[src/rtl/tile_game_pkg.sv]
// tile_game_pkg
// Shared types and helpers for the tile memory-game controller.
//   state_e              controller state encoding
//   COL_BASE / COL_FLASH colour-mode values driven on draw_flash_o
//   clog2_min1()         bits needed to index n items (never less than 1)
//   max_int()            larger of two integers
//   at_least_one()       clamps a cycle count so that 0 behaves as 1
package tile_game_pkg;

  typedef enum logic [3:0] {
    INIT,
    IDLE,
    ROUND,
    PB_FLASH,
    PB_HOLD,
    PB_RESTORE,
    PB_GAP,
    PL_WAIT,
    PL_FLASH,
    PL_HOLD,
    PL_RESTORE,
    PL_NEXT,
    DONE
  } state_e;

  localparam logic COL_BASE  = 1'b0;
  localparam logic COL_FLASH = 1'b1;

  function automatic int clog2_min1(input int n);
    return (n < 2) ? 1 : $clog2(n);
  endfunction

  function automatic int max_int(input int a, input int b);
    return (a > b) ? a : b;
  endfunction

  function automatic int at_least_one(input int n);
    return (n < 1) ? 1 : n;
  endfunction

endpackage

[src/rtl/tile_painter.sv]
// tile_painter
// Sweeps one tile's pixels: after a start pulse, plot_o is high for exactly
// TILE_PIXELS consecutive cycles while pixel_idx_o counts 0..TILE_PIXELS-1.
// done_o pulses during the last plotted pixel.
// Ports:
//   clock, resetn   system clock, synchronous active-low reset
//   start_i         one-cycle request; ignored while a pass is running
//   plot_o          pixel write enable
//   pixel_idx_o     pixel index within the tile
//   done_o          high on the final pixel of the pass
module tile_painter
  import tile_game_pkg::*;
#(
  parameter int TILE_PIXELS = 64
) (
  input  logic                                clock,
  input  logic                                resetn,
  input  logic                                start_i,
  output logic                                plot_o,
  output logic [clog2_min1(TILE_PIXELS)-1:0]  pixel_idx_o,
  output logic                                done_o
);

  localparam int PW = clog2_min1(TILE_PIXELS);
  localparam logic [PW-1:0] LAST_PIX = PW'(TILE_PIXELS - 1);

  logic          busy_q;
  logic [PW-1:0] idx_q;

  always_ff @(posedge clock) begin
    if (!resetn) begin
      busy_q <= 1'b0;
      idx_q  <= '0;
    end else if (busy_q) begin
      if (idx_q == LAST_PIX) begin
        busy_q <= 1'b0;
        idx_q  <= '0;
      end else begin
        idx_q <= idx_q + PW'(1);
      end
    end else if (start_i) begin
      busy_q <= 1'b1;
      idx_q  <= '0;
    end
  end

  assign plot_o      = busy_q;
  assign pixel_idx_o = idx_q;
  assign done_o      = busy_q && (idx_q == LAST_PIX);

endmodule

[src/rtl/tile_game_ctrl.sv]
// tile_game_ctrl
// Memory-game controller: grows a random tile sequence one tile per round,
// plays it back as flash/restore paint passes, echoes and checks each player
// press, and reports score and win/lose.
// Optional feature: define TILE_GAME_TIMEOUT_EN to make the player lose after
// TIMEOUT_CYCLES without a press; otherwise the controller waits forever.
// Ports:
//   clock, resetn    system clock, synchronous active-low reset
//   start_i          begins a game (accepted only in IDLE/DONE)
//   target_len_i     rounds needed to win, sampled on accepted start
//   rnd_i            random tile, sampled once per round
//   btn_valid_i      player press strobe, btn_tile_i is the pressed tile
//   plot_o           pixel write enable, pixel_idx_o pixel within tile
//   draw_tile_o      tile being painted, draw_flash_o highlight/base colour
//   player_turn_o    waiting for a press
//   score_o          completed rounds; win_o / lose_o game outcome
module tile_game_ctrl
  import tile_game_pkg::*;
#(
  parameter int NUM_TILES      = 4,
  parameter int TILE_PIXELS    = 64,
  parameter int MAX_LEN        = 16,
  parameter int FLASH_CYCLES   = 25000000,
  parameter int GAP_CYCLES     = 12500000,
  parameter int TIMEOUT_CYCLES = 250000000
) (
  input  logic                                 clock,
  input  logic                                 resetn,
  input  logic                                 start_i,
  input  logic [clog2_min1(MAX_LEN + 1)-1:0]   target_len_i,
  input  logic [clog2_min1(NUM_TILES)-1:0]     rnd_i,
  input  logic                                 btn_valid_i,
  input  logic [clog2_min1(NUM_TILES)-1:0]     btn_tile_i,
  output logic                                 plot_o,
  output logic [clog2_min1(TILE_PIXELS)-1:0]   pixel_idx_o,
  output logic [clog2_min1(NUM_TILES)-1:0]     draw_tile_o,
  output logic                                 draw_flash_o,
  output logic                                 player_turn_o,
  output logic [clog2_min1(MAX_LEN + 1)-1:0]   score_o,
  output logic                                 win_o,
  output logic                                 lose_o
);

  localparam int TW = clog2_min1(NUM_TILES);
  localparam int LW = clog2_min1(MAX_LEN + 1);
  localparam int SW = clog2_min1(MAX_LEN);
`ifdef TILE_GAME_TIMEOUT_EN
  localparam bit TIMEOUT_EN = 1'b1;
`else
  localparam bit TIMEOUT_EN = 1'b0;
`endif
  // One shared delay counter, wide enough for the longest wait in use.
  localparam int CW = clog2_min1(max_int(
      max_int(at_least_one(FLASH_CYCLES), at_least_one(GAP_CYCLES)),
      TIMEOUT_EN ? at_least_one(TIMEOUT_CYCLES) : 1));
  localparam logic [CW-1:0] FLASH_LAST = CW'(at_least_one(FLASH_CYCLES) - 1);
  localparam logic [CW-1:0] GAP_LAST   = CW'(at_least_one(GAP_CYCLES) - 1);
`ifdef TILE_GAME_TIMEOUT_EN
  localparam logic [CW-1:0] TIMEOUT_LAST = CW'(at_least_one(TIMEOUT_CYCLES) - 1);
`endif

  state_e        state_q, state_d;
  logic [SW-1:0] step_q, step_d;
  logic [LW-1:0] round_len_q, round_len_d;
  logic [LW-1:0] target_q, target_d;
  logic [LW-1:0] score_q, score_d;
  logic          win_q, win_d, lose_q, lose_d;
  logic [TW-1:0] pressed_q, pressed_d;
  logic [TW-1:0] draw_tile_q, draw_tile_d;
  logic          draw_flash_q, draw_flash_d;
  logic          kick_q, kick_d;
  logic [CW-1:0] cnt_q, cnt_d;
  logic [TW-1:0] seq_q [MAX_LEN];
  logic          seq_we;
  logic [SW-1:0] seq_waddr;
  logic [SW-1:0] last_step;
  logic          paint_done;

  // kick_q is a one-cycle start strobe to the painter, registered so the
  // tile/colour registers are already settled the cycle before plot rises.
  tile_painter #(
    .TILE_PIXELS(TILE_PIXELS)
  ) u_painter (
    .clock      (clock),
    .resetn     (resetn),
    .start_i    (kick_q),
    .plot_o     (plot_o),
    .pixel_idx_o(pixel_idx_o),
    .done_o     (paint_done)
  );

  assign last_step = SW'(round_len_q - LW'(1));
  assign seq_waddr = SW'(round_len_q - LW'(1));

  always_ff @(posedge clock) begin
    if (!resetn) begin
      state_q      <= INIT;
      step_q       <= '0;
      round_len_q  <= LW'(1);
      target_q     <= LW'(1);
      score_q      <= '0;
      win_q        <= 1'b0;
      lose_q       <= 1'b0;
      pressed_q    <= '0;
      draw_tile_q  <= '0;
      draw_flash_q <= COL_BASE;
      // INIT starts painting tile 0 straight out of reset.
      kick_q       <= 1'b1;
      cnt_q        <= '0;
    end else begin
      state_q      <= state_d;
      step_q       <= step_d;
      round_len_q  <= round_len_d;
      target_q     <= target_d;
      score_q      <= score_d;
      win_q        <= win_d;
      lose_q       <= lose_d;
      pressed_q    <= pressed_d;
      draw_tile_q  <= draw_tile_d;
      draw_flash_q <= draw_flash_d;
      kick_q       <= kick_d;
      cnt_q        <= cnt_d;
    end
  end

  // Sequence memory is deliberately left out of reset.
  always_ff @(posedge clock) begin
    if (seq_we) seq_q[seq_waddr] <= rnd_i;
  end

  always_comb begin
    state_d      = state_q;
    step_d       = step_q;
    round_len_d  = round_len_q;
    target_d     = target_q;
    score_d      = score_q;
    win_d        = win_q;
    lose_d       = lose_q;
    pressed_d    = pressed_q;
    draw_tile_d  = draw_tile_q;
    draw_flash_d = draw_flash_q;
    kick_d       = 1'b0;
    cnt_d        = cnt_q + CW'(1);
    seq_we       = 1'b0;

    case (state_q)
      INIT: begin
        if (paint_done) begin
          if (draw_tile_q == TW'(NUM_TILES - 1)) begin
            draw_tile_d = '0;
            state_d     = IDLE;
          end else begin
            draw_tile_d = draw_tile_q + TW'(1);
            kick_d      = 1'b1;
          end
        end
      end
      IDLE, DONE: begin
        if (start_i) begin
          if (target_len_i == '0) target_d = LW'(1);
          else if (int'(target_len_i) > MAX_LEN) target_d = LW'(MAX_LEN);
          else target_d = target_len_i;
          score_d     = '0;
          win_d       = 1'b0;
          lose_d      = 1'b0;
          round_len_d = LW'(1);
          state_d     = ROUND;
        end
      end
      ROUND: begin
        seq_we       = 1'b1;
        step_d       = '0;
        // In round 1 seq[0] is being written this very cycle, so bypass it.
        draw_tile_d  = (round_len_q == LW'(1)) ? rnd_i : seq_q[0];
        draw_flash_d = COL_FLASH;
        kick_d       = 1'b1;
        state_d      = PB_FLASH;
      end
      PB_FLASH: begin
        cnt_d = '0;
        if (paint_done) state_d = PB_HOLD;
      end
      PB_HOLD: begin
        if (cnt_q == FLASH_LAST) begin
          draw_flash_d = COL_BASE;
          kick_d       = 1'b1;
          state_d      = PB_RESTORE;
        end
      end
      PB_RESTORE: begin
        cnt_d = '0;
        if (paint_done) state_d = PB_GAP;
      end
      PB_GAP: begin
        if (cnt_q == GAP_LAST) begin
          if (step_q == last_step) begin
            step_d  = '0;
            cnt_d   = '0;
            state_d = PL_WAIT;
          end else begin
            step_d       = step_q + SW'(1);
            draw_tile_d  = seq_q[step_q + SW'(1)];
            draw_flash_d = COL_FLASH;
            kick_d       = 1'b1;
            state_d      = PB_FLASH;
          end
        end
      end
      PL_WAIT: begin
        if (btn_valid_i) begin
          pressed_d    = btn_tile_i;
          draw_tile_d  = btn_tile_i;
          draw_flash_d = COL_FLASH;
          kick_d       = 1'b1;
          state_d      = PL_FLASH;
        end
`ifdef TILE_GAME_TIMEOUT_EN
        else if (cnt_q == TIMEOUT_LAST) begin
          lose_d  = 1'b1;
          state_d = DONE;
        end
`endif
      end
      PL_FLASH: begin
        cnt_d = '0;
        if (paint_done) state_d = PL_HOLD;
      end
      PL_HOLD: begin
        if (cnt_q == FLASH_LAST) begin
          draw_flash_d = COL_BASE;
          kick_d       = 1'b1;
          state_d      = PL_RESTORE;
        end
      end
      PL_RESTORE: begin
        if (paint_done) state_d = PL_NEXT;
      end
      PL_NEXT: begin
        if ((int'(pressed_q) >= NUM_TILES) || (pressed_q != seq_q[step_q])) begin
          lose_d  = 1'b1;
          state_d = DONE;
        end else if (step_q != last_step) begin
          step_d  = step_q + SW'(1);
          cnt_d   = '0;
          state_d = PL_WAIT;
        end else begin
          score_d = round_len_q;
          if (round_len_q == target_q) begin
            win_d   = 1'b1;
            state_d = DONE;
          end else begin
            round_len_d = round_len_q + LW'(1);
            state_d     = ROUND;
          end
        end
      end
      default: state_d = INIT;
    endcase
  end

  assign draw_tile_o   = draw_tile_q;
  assign draw_flash_o  = draw_flash_q;
  assign player_turn_o = (state_q == PL_WAIT);
  assign score_o       = score_q;
  assign win_o         = win_q;
  assign lose_o        = lose_q;

endmodule

[config.mk]
export PLATFORM = sky130hd
export DESIGN_NAME = tile_game_ctrl
export DESIGN_NICKNAME = d
export VERILOG_FILES = /design/src/rtl/tile_game_pkg.sv /design/src/rtl/tile_painter.sv /design/src/rtl/tile_game_ctrl.sv
export SDC_FILE = /design/constraint.sdc
export NUM_CORES = 1
export LEC_CHECK = 0
export ABC_AREA = 1
export CAP_MARGIN = 0
export CORE_MARGIN = 2
export CORE_UTILIZATION = 55
export DETAILED_ROUTE_END_ITERATION = 7
export GPL_ROUTABILITY_DRIVEN = 0
export PLACE_DENSITY_LB_ADDON = 0.08
export SETUP_SLACK_MARGIN = 0.05
export SLEW_MARGIN = 20
export SYNTH_ARGS = -nofsm -noshare
export SYNTH_HDL_FRONTEND = slang
export SYNTH_SLANG_ARGS = --single-unit
export TNS_END_PERCENT = 100
[constraint.sdc]
create_clock -name clock -period 3.1 [get_ports clock]
set_input_delay 0.62 -clock clock [delete_from_list [all_inputs] [get_ports clock]]
set_output_delay 0.62 -clock clock [all_outputs]
set_load 0.02 [all_outputs]
# --- Word-level counts from Yosys, hierarchy flattened ---
# Memories as Yosys holds them, arrays and structs flattened. A register that Yosys moved wholly into a read port is not among the register bits.
# Cells that the tools add are included.
totals:
  register_bits: 63
  latch_bits: 0
  ram_bits: 32
  romBits: 0
  out_inout_bits: 18
  elab_cells: 157
  n_memories: 1
memory_table:
  columns: ["memory", "depth", "width", "read_ports", "rd_clocked_by_memory_dff", "write_ports", "line", "source"]
  rows:
  - ["seq_q", 16, 2, 3, 1, 1, "tile_game_ctrl.sv:73", "logic [TW-1:0] seq_q [MAX_LEN];"]
classes:
  add_sub_neg: 6
  n_mul: 0
  div_mod_pow: 0
  order_cmp: 1
  eq_ne: 40
  n_shift: 0
  muxes: 74
  n_bitwise: 0
  reduce_logical: 21
op_table:
  columns: ["op", "n"]
  rows:
  - ["$mux W25", 4]
  - ["$mux W4", 20]
  - ["$pmux W25 S3", 1]
  - ["$pmux W4 S12", 1]
  - ["$mux W5", 9]
  - ["$ne A2 B2 Y1 const B", 18]
  - ["$add A25 B1 Y25 const B", 1]
  - ["$eq A25 B24 Y1 const B", 1]
  - ["$eq A25 B25 Y1 const B", 1]
  - ["$mux W1", 21]
  - ["$eq A4 B4 Y1 const B", 5]
  - ["$pmux W5 S2", 2]
  - ["$reduce_and A5 Y1", 4]
  - ["$mux W6", 3]
  - ["$eq A4 B3 Y1 const B", 4]
  - ["$mux W2", 6]
  - ["$pmux W4 S3", 1]
  - ["$reduce_and A11 Y1", 1]
  - ["$eq A4 B2 Y1 const B", 2]
  - ["$pmux W2 S4", 1]
  - ["$reduce_and A4 Y1", 2]
  - ["$reduce_bool A4 Y1", 2]
  - ["$add A6 B1 Y6 const B", 1]
  - ["$eq A6 B6 Y1 const B", 1]
  - ["other kinds (26)", 30]

# --- Logic depth before layout (Yosys ltp) ---
logic_depth:
  ltp_word: 7
  ltp_mapped: 18
  ltp_nobuf: 16

# --- Cells and area by module ---
# From an unflattened synthesis, not the netlist that was laid out.
unflattened:
  cells_unflattened: 736
  hier_area_um2: 5841.9
modules_own_cells:
  columns: ["module", "instances", "cells_per_inst", "area_per_inst_um2", "seq_area_each_um2"]
  rows:
  - ["tile_game_ctrl", 1, 680, 5474.0, 2162.1]
  - ["tile_painter", 1, 56, 367.9, 140.1]

# --- Least setup slack after synthesis ---
# No wires, ideal clock.
synth_timing:
  path_kind: "register to register"
  startpoint: "register round_len_q[0]"
  endpoint: "register cnt_q[12]"
  setup_time_ps: 109
  arrival_ps: 2004
  required_time_ps: 2991
  slack_ps: 987
  stages_incl_launch_ff: 13
  path_buffers: 1
  synth_period_minus_slack_ps: 2113
  path_cell_list: "dfxtp_1 > inv_2 > ha_1 > or2_2 > nand4_1 > nor3_2 > nand2_1 > inv_2 > o21ai_2 > nand4_4 > buf_6 > nand2_1 > inv_1"
synth_via:
  elab_chain_len: 5
synth_rtl:
  columns: ["element", "line", "source"]
  rows:
  - ["from (decl)", "tile_game_ctrl.sv:64", "logic [LW-1:0] round_len_q, round_len_d;"]
  - ["from (signal assigned)", "tile_game_ctrl.sv:113", "round_len_q <= round_len_d;"]
  - ["$sub A4 B1 Y4 (*)", "tile_game_ctrl.sv:92", "assign last_step = SW'(round_len_q - LW'(1));"]
  - ["$ne A4 B4 Y1 or $eq A4 B4 Y1 (tied branches)", "tile_game_ctrl.sv:242, tile_game_ctrl.sv:196", null]
  - ["$mux W25 (on tied branches)", "tile_game_ctrl.sv:242, tile_game_ctrl.sv:196", null]
  - ["$mux W25 (on tied branches)", "tile_game_ctrl.sv:239, tile_game_ctrl.sv:195", null]
  - ["$pmux W25 S3 (*)", "tile_game_ctrl.sv:146", "case (state_q)"]
  - ["to (signal assigned)", "tile_game_ctrl.sv:122", "cnt_q <= cnt_d;"]
  - ["to (decl)", "tile_game_ctrl.sv:72", "logic [CW-1:0] cnt_q, cnt_d;"]
# Mark *: on every way between the ends. The rest lies on a longest branch, timed or not.
# A chain may end at the register's enable or synchronous reset.

# --- Worst setup path after layout ---
layout_timing:
  startpoint: "register state_q[2]"
  endpoint: "output port player_turn_o"
layout_via:
  elab_chain_len: 1
layout_rtl:
  columns: ["element", "line", "source"]
  rows:
  - ["from (decl)", "tile_game_ctrl.sv:62", "state_e state_q, state_d;"]
  - ["from (signal assigned)", "tile_game_ctrl.sv:111", "state_q <= state_d;"]
  - ["$eq A4 B3 Y1", "tile_game_ctrl.sv:263", "assign player_turn_o = (state_q == PL_WAIT);"]
  - ["to (decl)", "tile_game_ctrl.sv:38", "output logic player_turn_o,"]
# No other way between the ends.

==> results.md <==
* Pins over their slew limit at 0
* PortBufs at 30
* Syn_area_per_cell at 7.229 µm²
* Insertion delay of the later-clocked pin in the worst-skew pair at 370 ps
* Least-Margin Pin Slew at 827.3 ps
* Syn Nets at 805
* Crit path time final at 2838 ps
* Power Density at 358.1 nW/µm²
* Buffer and inverter count on the worst path at 2
* Outcome: complete, no violations
* Clock buffer count from CTS at 9
* Initial DRC Count at 407
* Clock Tree Buf Depth at 2
* CP startpoint kind: flop
* Post-CTS Resized at 0
* Seq pwr share at 60.6%
* Worst hold path type: flop to flop
* Post-synthesis cell count at 778
* Crit path DAT at 2220 ps
* Mapped cell area at 5624 µm²
* Initial core utilization at 57.01%
* CTS clk-pin slew, worst paths at 90 ps
* Area growth, synth to finish at 10.32%
* Register area share after synthesis at 40.93%
* Setup ws final at 262.1 ps
* Die X at 105.1 µm
* CP endpoint kind: output port
* Total grt overflow at 0
* Place WS at 587.0 ps
* Pwr Total at 2222 µW
* Tot GR Track Use at 25.63%
* Fin crit share at 91.55%
* CTS sink count at 99
* Most frequent cells in the layout: nand2_1 (189), inv_1 (107), nor2_1 (102), dfxtp_1 (67), nand3_1 (52)
* Initial antenna violation count at 0
* Commonest non-fill, non-tap cell in the layout: nand2_1
* Post-cts hold buffer count at 0
* CP cell instances: ha_1, inv_1, nor2_1, clkdlybuf4s50_1
* Synth cell types at 42
* Clk_skew at 10.52 ps
* Slowest stage delay, CP at 700 ps
* IO Count at 31
* Via density at 5.333
* Leak at 0.002557 µW
* P_sw at 492.4 µW
* Worst-path fanout max at 5
* Post-DP HPWL at 9909 µm
* Share of cells above drive strength 1 at 6.551%
* Max Cap Viol at 0
* FP Rows at 36
* Nets at 831
* ANT nets after route at 0
* Clock power share at 36.2%
* Internal at 1729 µW
* Pin count of the biggest net entering global routing at 46
* Ys Warns at 0
* Critical path's slowest cell: clkdlybuf4s50_1
* Sw frac at 22.16%
* Cell family with most CP delay: buffers and inverters
* Peak Freq at 0.3524 GHz
* Register bit total from synthesis at 99
* Final Hold Vio Count at 0
* CTS tree: done
* Pre-Repair DR Iteration Count at 5
* Diode count at 0
* Post-Route WL at 13410 µm
* Critical path class: flop to output port
* Setup violators final at 0
* Fraction of registers with async set/reset at 0%
* Worst vdd ir at 222.1 µV
* Design area at 6205 µm²
* Core Box Area at 9864 µm²
* Placed Instance Area at 6016 µm²
* Global-route wire length before repair at 22680 µm
* Die H at 105.1 µm
* Worst EP required at 2480 ps
* RSZ-0062 raised after global routing: no
* Wirelength per Cell at 14.23 µm
* Final setup TNS at 0 ps
* Vias in the first global route at 4813
* Combinational share of power at 3.2%
* Post-synth top flop: dfxtp_1
* Max-slew headroom at 44.77%
* EDFF count, synth at 32
* Hold WS at 466.6 ps
* Vias at 5024
* Root buffer cell: clkbuf_8
* H-Tree Depth at 3
* Post-CTS setup buffers at 0
* Die area at 11050 µm²
* DRC viols at 0
area by class of cell:
cell class	instances	area, µm²
inverter	112	420.4
clock inverter	4	22.52
fill	881	3660
multi-input combinational	545	2774
clock buffer	12	166.4
tap	133	166.4
timing repair buffer	37	352.8
sequential	99	2302
sequential cells by signal, indices dropped and copies added, names as in the netlist, named ones only:
signal and flops:
target_q 5, draw_flash_o 1, step_q 4, kick_q 1, pressed_q 2, seq_q 32, win_o 1, lose_o 1
u_painter.plot_o 1, round_len_q 5, state_q 4, u_painter.pixel_idx_o 6, score_o 5, draw_tile_o 2, cnt_q 25
cells in the mapped netlist, types with 3 or more instances:
master,instances,area (µm²)
o21ai_0,33,165.2
nor4_1,6,37.54
edfxtp_1,32,960.9
ha_1,14,175.2
nor3_1,17,85.08
buf_6,3,33.78
inv_2,5,18.77
nor2_1,102,382.9
o211ai_1,8,60.06
inv_1,107,401.6
nand3_1,52,260.3
buf_4,5,37.54
nand2_1,189,709.4
a211oi_1,4,30.03
nor2_2,4,25.02
nand4_1,13,81.33
xor2_1,25,219.0
clkbuf_1,11,41.29
or2_2,3,18.77
nand2_2,6,37.54
xnor2_1,6,52.55
nor3_2,3,30.03
dfxtp_1,67,1341
buf_2,3,15.01
a21oi_1,36,180.2
through the flow:
stage,util (%),cells
6_report,62.90,942
5_1_grt,62.90,942
4_1_cts,62.90,942
3_5_place_dp,60.98,926
3_3_place_gp,60.98,926
2_1_floorplan,-,778
cell families after synthesis:
group                      synth area share (%)
AOI/OAI and AO/OA                         10.06
DFF                                       40.93
adders and majority gates                 3.115
and+or+nand+nor                           31.32
buffers and inverters                     9.744
xor gates and xnor gates                  4.828
routing by layer:
metal / global-route usage (%) / share of wire, %
met5: 0 / 0
met4: 8.000 / 1.6
met3: 4.242 / 5.9
met2: 39.70 / 44
met1: 36.59 / 48
power groups by stage:
stage          combinational, µW  sequential [µW]  clock (µW)
2_1_floorplan               28.3             1380           0
3_3_place_gp                69.7             1380           0
3_5_place_dp                71.9             1380           0
4_1_cts                     72.0             1350         820
5_1_grt                     79.0             1350         861
6_report                    71.2             1350         803
final timing paths:
path / slack, ps / endpoint / depth (start not counted) / from
min reg2reg: 470 / lose_o / 2 / lose_o
max reg2reg: 570 / cnt_q[2] / 12 / round_len_q[0]
max: 260 / player_turn_o / 4 / state_q[2]
min: 470 / lose_o / 2 / lose_o
tightest hold or removal path, stage by stage, from the launching register on:
cell     delay [ps]
dfxtp_1         330
inv_1            50
a21oi_1          50
Power figures use the tool's default switching activity.
